==> config.mk <==
export PLATFORM = sky130hd
export DESIGN_NAME = mbs_escalonador
export DESIGN_NICKNAME = d
export VERILOG_FILES = /design/src/rtl/mbs_escalonador_pkg.sv /design/src/rtl/mbs_rr_arbitro.sv /design/src/rtl/mbs_escalonador.sv
export SDC_FILE = /design/constraint.sdc
export NUM_CORES = 1
export LEC_CHECK = 0
export BUFFER_PORTS_ARGS = -buffer_cell sky130_fd_sc_hd__buf_4
export CAP_MARGIN = 20
export CORE_MARGIN = 3
export CORE_UTILIZATION = 40
export DETAILED_ROUTE_END_ITERATION = 10
export GPL_TIMING_DRIVEN = 0
export MAX_ROUTING_LAYER = met4
export PLACE_DENSITY = 0.67
export SLEW_MARGIN = 20
export SYNTH_ARGS = -nofsm -noshare
export SYNTH_HDL_FRONTEND = slang
export SYNTH_SLANG_ARGS = --single-unit
==> constraint.sdc <==
create_clock -name clock -period 3.5 [get_ports clock]
set_clock_uncertainty 0.1 [all_clocks]
set_input_delay 0.35 -clock clock [delete_from_list [all_inputs] [get_ports clock]]
set_output_delay 0.35 -clock clock [all_outputs]
set_load 0.005 [all_outputs]
==> src/rtl/mbs_escalonador_pkg.sv <==
// Shared types and defaults for the round-robin scheduler in front of one mbs multiplier.
package mbs_escalonador_pkg;

  localparam int unsigned LARGURA_PADRAO  = 8;
  localparam int unsigned LATENCIA_PADRAO = LARGURA_PADRAO + 1;

  typedef enum logic [2:0] {
    OCIOSO,
    PARTIDA,
    ESPERA,
    CAPTURA,
    ENTREGA
  } estado_t;

  // Index width for n requesters; never narrower than one bit.
  function automatic int unsigned id_width(input int unsigned n);
    return (n <= 1) ? 1 : $clog2(n);
  endfunction

endpackage

==> src/rtl/mbs_rr_arbitro.sv <==
// Combinational round-robin pick: first asserted request at or after ptr, wrapping mod N_REQ.
module mbs_rr_arbitro #(
  parameter int unsigned N_REQ = 4,
  parameter int unsigned IDW   = 2
) (
  input  logic [N_REQ-1:0] req,
  input  logic [IDW-1:0]   ptr,
  output logic [N_REQ-1:0] grant,
  output logic [IDW-1:0]   idx
);

  logic           achou;
  logic [IDW-1:0] cand;

  always_comb begin
    grant = '0;
    idx   = '0;
    achou = 1'b0;
    cand  = '0;
    for (int unsigned k = 0; k < N_REQ; k++) begin
      cand = IDW'((32'(ptr) + k) % N_REQ);
      if (!achou && req[cand]) begin
        achou       = 1'b1;
        grant[cand] = 1'b1;
        idx         = cand;
      end
    end
  end

endmodule

==> src/rtl/mbs_escalonador.sv <==
// Round-robin scheduler sharing one sequential mbs multiplier among N_REQ requesters.
// Define MBS_ESCALONADOR_STATS_EN to add the cont_ops / cont_bloqueio statistics outputs.
module mbs_escalonador
  import mbs_escalonador_pkg::*;
#(
  parameter int unsigned N_REQ    = 4,
  parameter int unsigned LARGURA  = LARGURA_PADRAO,
  parameter int unsigned LATENCIA = LARGURA + 1,
  localparam int unsigned IDW     = id_width(N_REQ)
) (
  input  logic                       clock,
  input  logic                       reset_n,
  input  logic [N_REQ-1:0]           req_valid,
  output logic [N_REQ-1:0]           req_ready,
  input  logic [N_REQ*LARGURA-1:0]   req_a,
  input  logic [N_REQ*LARGURA-1:0]   req_b,
  output logic                       resp_valid,
  input  logic                       resp_ready,
  output logic [IDW-1:0]             resp_id,
  output logic [2*LARGURA-1:0]       resp_produto,
  output logic                       mult_start,
  output logic [LARGURA-1:0]         mult_multiplicando,
  output logic [LARGURA-1:0]         mult_multiplicador,
  input  logic [2*LARGURA-1:0]       mult_produto,
  output logic                       ocupado
`ifdef MBS_ESCALONADOR_STATS_EN
  ,
  output logic [31:0]                cont_ops,
  output logic [31:0]                cont_bloqueio
`endif
);

  localparam int unsigned    CW       = (LATENCIA < 2) ? 1 : $clog2(LATENCIA);
  localparam logic [CW-1:0]  CONT_INI = CW'(LATENCIA - 1);
  localparam logic [IDW-1:0] ULTIMO   = IDW'(N_REQ - 1);

  estado_t              estado_q, estado_d;
  logic [IDW-1:0]       ptr_q, ptr_d;
  logic [IDW-1:0]       id_q, id_d;
  logic [LARGURA-1:0]   a_q, a_d, b_q, b_d;
  logic [LARGURA-1:0]   a_sel, b_sel;
  logic [CW-1:0]        cont_q, cont_d;
  logic [2*LARGURA-1:0] prod_q, prod_d;
  logic [N_REQ-1:0]     grant;
  logic [IDW-1:0]       idx;

  mbs_rr_arbitro #(
    .N_REQ (N_REQ),
    .IDW   (IDW)
  ) u_arbitro (
    .req   (req_valid),
    .ptr   (ptr_q),
    .grant (grant),
    .idx   (idx)
  );

  always_comb begin
    a_sel = '0;
    b_sel = '0;
    for (int i = 0; i < N_REQ; i++) begin
      if (grant[i]) begin
        a_sel = req_a[i*LARGURA +: LARGURA];
        b_sel = req_b[i*LARGURA +: LARGURA];
      end
    end
  end

  always_comb begin
    estado_d = estado_q;
    ptr_d    = ptr_q;
    id_d     = id_q;
    a_d      = a_q;
    b_d      = b_q;
    cont_d   = cont_q;
    prod_d   = prod_q;
    unique case (estado_q)
      OCIOSO: begin
        if (|req_valid) begin
          estado_d = PARTIDA;
          id_d     = idx;
          a_d      = a_sel;
          b_d      = b_sel;
          ptr_d    = (idx == ULTIMO) ? '0 : idx + 1'b1;
        end
      end
      PARTIDA: begin
        cont_d   = CONT_INI;
        estado_d = ESPERA;
      end
      ESPERA: begin
        if (cont_q == '0) estado_d = CAPTURA;
        else              cont_d   = cont_q - 1'b1;
      end
      CAPTURA: begin
        prod_d   = mult_produto;
        estado_d = ENTREGA;
      end
      ENTREGA: begin
        if (resp_ready) estado_d = OCIOSO;
      end
      default: estado_d = OCIOSO;
    endcase
  end

  always_ff @(posedge clock or negedge reset_n) begin
    if (!reset_n) begin
      estado_q <= OCIOSO;
      ptr_q    <= '0;
      id_q     <= '0;
      a_q      <= '0;
      b_q      <= '0;
      cont_q   <= '0;
      prod_q   <= '0;
    end else begin
      estado_q <= estado_d;
      ptr_q    <= ptr_d;
      id_q     <= id_d;
      a_q      <= a_d;
      b_q      <= b_d;
      cont_q   <= cont_d;
      prod_q   <= prod_d;
    end
  end

  // Grant is gated by reset_n so a held request cannot see req_ready during reset.
  assign req_ready          = (estado_q == OCIOSO && reset_n) ? grant : '0;
  assign mult_start         = (estado_q == PARTIDA);
  assign resp_valid         = (estado_q == ENTREGA);
  assign ocupado            = (estado_q != OCIOSO);
  assign resp_id            = id_q;
  assign resp_produto       = prod_q;
  assign mult_multiplicando = a_q;
  assign mult_multiplicador = b_q;

`ifdef MBS_ESCALONADOR_STATS_EN
  logic [31:0] ops_q, bloq_q;

  always_ff @(posedge clock or negedge reset_n) begin
    if (!reset_n) begin
      ops_q  <= '0;
      bloq_q <= '0;
    end else begin
      if (resp_valid && resp_ready && ops_q != 32'hFFFF_FFFF) ops_q <= ops_q + 1'b1;
      if (|req_valid && ocupado && bloq_q != 32'hFFFF_FFFF) bloq_q <= bloq_q + 1'b1;
    end
  end

  assign cont_ops      = ops_q;
  assign cont_bloqueio = bloq_q;
`endif

endmodule

==> results.md <==
| Step | Item | Value |
|:---|:---|:---|
| logic synthesis | Synth Net Count | 467 |
| logic synthesis | Cell type with the highest aggregate area in the netlist | dfrtp_1 |
| route | WL met2 | 4449 microns |
| route | Average via count per standard cell | 5.400 |
| placement | Last weighted congestion value of the routability-driven placer | 0.8700 |
| timing | Highest achievable clock rate | 0.2971 GHz |
| global route | Number of global-route vias before repair | 3,298 |
| global route | Overall overflow remaining after global route | 0 |
| timing | Number of max-slew violations in the final report | 0 |
| critical path | Nature of the critical path startpoint | register |
| route | Uppermost signal routing layer after detailed routing | met4 |
| route | Detailed route wirelength on metal3 | 601 microns |
| clock tree | Clock transition at the registers of the reported paths | 0.08 ns |
| job | Number of max-capacitance violations reported | 0 |
| timing | Setup repair after global routing missed its margin | false |
| route | Starting DRC count in detailed routing | 149 |
| outcome | Run status | completed |
| critical path | CP required | 3.05 ns |
| route | Total routed wire length on the met1 layer | 4627 microns |
| global route | Wire length of the first global-routing pass | 15,860 microns |
| floorplan | Die extent in x | 97.34 microns |
| cells and area | Finished Core Util | 58.03% |
| global route | Largest net degree at the start of global routing | 45 |
| floorplan | Initial Util | 42.09% |
| cells and area | Filler cell count in the final layout | 718 |
| logic synthesis | Post-Syn Area | 3337 sq um |
| floorplan | Y dimension of the die | 97.34 microns |
| logic synthesis | Ranking of synthesized cells by instance count | dfrtp_1, nand2_1, inv_1 |
| pwr | Maximum vdd drop | 558.6 uV |
| clock tree | Count of clock tree sinks | 43 |
| logic synthesis | Flop and latch count out of synthesis | 43 |
| pwr | Power density over cell area | 954.3 nW/um^2 |
| worst hold path | Min-Delay Startpoint | resp_ready |
| logic synthesis | Most instantiated library cell after synthesis | dfrtp_1 |
| clock tree | Cell at the root of the clock tree | clkbuf_8 |
| critical path | Largest fanout on the critical path | 10 |
| cells and area | Layout cells sized above 1 | 37.40% |
| logic synthesis | Post-synth EDFFs | 0 |
| timing | Share of the clock period used by the worst path | 96.18% |
| route | DRT antenna net count | 0 |
| clock tree | Clk buf depth | 2 |
| route | Vias after detailed routing | 3,337 |
| route | Iteration count of the initial detailed-routing pass | 4 |
| floorplan | Number of placement rows | 32 |
| route | DRC errors left | 0 |
| global route | GRT Resource Usage Total | 20.64% |
| critical path | Data arrival time at the worst-slack endpoint | 2.92 ns |
| pwr | Leakage power summed over all cells | 0.002151 uW |
| floorplan | Total I/O pin count | 128 |
| floorplan | Total Die Area | 9474 sq um |
| cells and area | Count of inserted antenna diode cells | 0 |
| clock tree | Clock latency on the worst-skew pair | 0.29 ns |
| route | Routed wire per std cell | 15.83 microns |
| placement | Detailed Place HPWL | 7721 microns |
| timing | Relative max-transition margin | 63.05% |
| logic synthesis | Post-synthesis instance total | 372 |
| critical path | Worst Setup Path Type | reg -> out |
| cells and area | NumNets Final | 610 |
| logic synthesis | Count of different cell masters after synthesis | 46 |
| logic synthesis | Top cells by area in the synthesized netlist | dfrtp_1, mux2_2, o31a_1, a21oi_1, a211oi_1 |
| logic synthesis | Synth async-reset ratio | 100.0% |
| logic synthesis | Prevailing post-synth register cell | dfrtp_1 |
| timing | Hold Fails Final Rpt | 0 |
| logic synthesis | Sequential-to-total area share from yosys stat | 32.25% |
| cells and area | Multi-input gate area | 2008 sq um |
| clock tree | H-tree levels | 2 |
| clock tree | TritonCTS clock tree | done |
| timing | Total Neg Setup Slack | 0 ns |
| logic synthesis | Count of yosys warnings during synthesis | 0 |
| global route | Number of antenna violations at the first check in global routing | 0 |
| worst hold path | Path category of the worst min-delay check | in -> reg |
| placement | PortBufs | 127 |
| logic synthesis | Fraction of post-synthesis cell area in the top cell type by area | 32.25% |
| cells and area | Register cell area after layout | 1079 sq um |
| floorplan | Std-Cell Core Area | 7928 sq um |
| clock tree | Cts bufs inserted | 5 |
| cells and area | Synthesis-to-finish area growth | 37.87% |
| timing | Count of final setup violators | 0 |
| critical path | Endpoint kind of the worst setup timing path | output port |
| timing | Time the final worst path needs with I/O delays and setup | 3.366 ns |
| logic synthesis | Average size of a mapped cell | 8.970 sq um |
| timing | Slew of the pin with the lowest slew margin | 0.5543 ns |
| route | Total length of routed wires | 9781 microns |
[cell usage in the layout (no fill, tap or decap), types with 17 or more instances in the layout]
| cell type | Yosys | layout |
|---|---|---|
| mux2_2 | 18 | 18 |
| buf_4 | 3 | 137 |
| nand2_1 | 26 | 26 |
| clkbuf_1 | 17 | 19 |
| a21oi_1 | 24 | 24 |
| inv_1 | 25 | 24 |
| dfrtp_1 | 43 | 41 |
| nor4_1 | 17 | 17 |
[path summary, 6_finish.rpt]
kind / depth (start not counted) / endpoint / slack [ns]
min reg2reg: 2 / resp_id[1] / 0.40
max reg2reg: 11 / mult_multiplicando[6] / 0.44
max: 12 / req_ready[1] / 0.13
max in group asynchronous: 2 / asynchronous set/reset pin / 2.42
min: 2 / estado_q[2] / 0.15
min in group asynchronous: 2 / resp_produto[4] / 0.48
[flip-flops by register name (all words and copies together) (netlist names), named ones only]
register            count
resp_produto           16
estado_q                3
mult_multiplicador      8
cont_q                  4
resp_id                 2
ptr_q                   1
mult_multiplicando      8
[kinds of logic (layout without fill, tap and decap cells)]
kind of cell	Yosys count	after routing	share of synthesized area, %
buf+inv	57	201	8.023
simple gates	97	97	16.24
fa+ha+maj	8	8	3.000
mux	22	22	8.774
flops	43	43	32.25
xor+xnor	5	5	1.313
compound gates	140	140	30.41
[report_power, final]
group	internal [uW]	switching (uW)
Combinational	1510	1660
Sequential	760	154
Clock	140	164
Total	2410	1980
[repair_timing]
item | in CTS | in global routing
endpoints found under the hold margin | 43 | 0
gates resized for setup | 6 | 3
pin swaps | 1 | 3
gates cloned | 0 | 0
buffers inserted | 2 | 6
hold buffers | 1 | 0
endpoints found under the setup margin | 4 | 3
[layout make-up]
cell class              count  area share (%)
plain buffers              32           3.998
clock buffers               7           1.659
clock inverters             1          0.1088
inverters                  25           2.121
multi-input cells         272           43.65
flip-flops and latches     43           23.44
well taps                 102           2.774
repair buffers            136           22.25
[stage by stage]
step                std cells  power (uW)  instance area [sq um]  worst slack (ns)  hold slack, ns
detailed placement        601        3971                   4418            0.1078          0.2781
floorplan                 372        2988                   3337            0.5122        -0.04559
global placement          601        3911                   4418            0.1211          0.2742
CTS                       612        4335                   4547           0.04539          0.1469
finish                    618        4390                   4601            0.1337          0.1527
global route              618        4772                   4601           0.01533          0.1747
[worst max-delay path, stage by stage (launching register included)]
cell and delay [ns]:
dfrtp_2 0.41, buf_8 0.13, clkinvlp_4 0.10, ha_4 0.30, mux4_2 0.34, nor4b_4 0.35, and2_4 0.21, buf_4 0.14
or2_1 0.12, buf_6 0.13, buf_8 0.13, nor2b_1 0.13, buf_4 0.12
[layer usage]
metal	global-route usage, %	vias up
met2	32.22	115
li1	-	1668
met5	-	-
met1	28.25	1546
met4	4.792	0
met3	3.446	8
(Power assumes the default switching activity.)
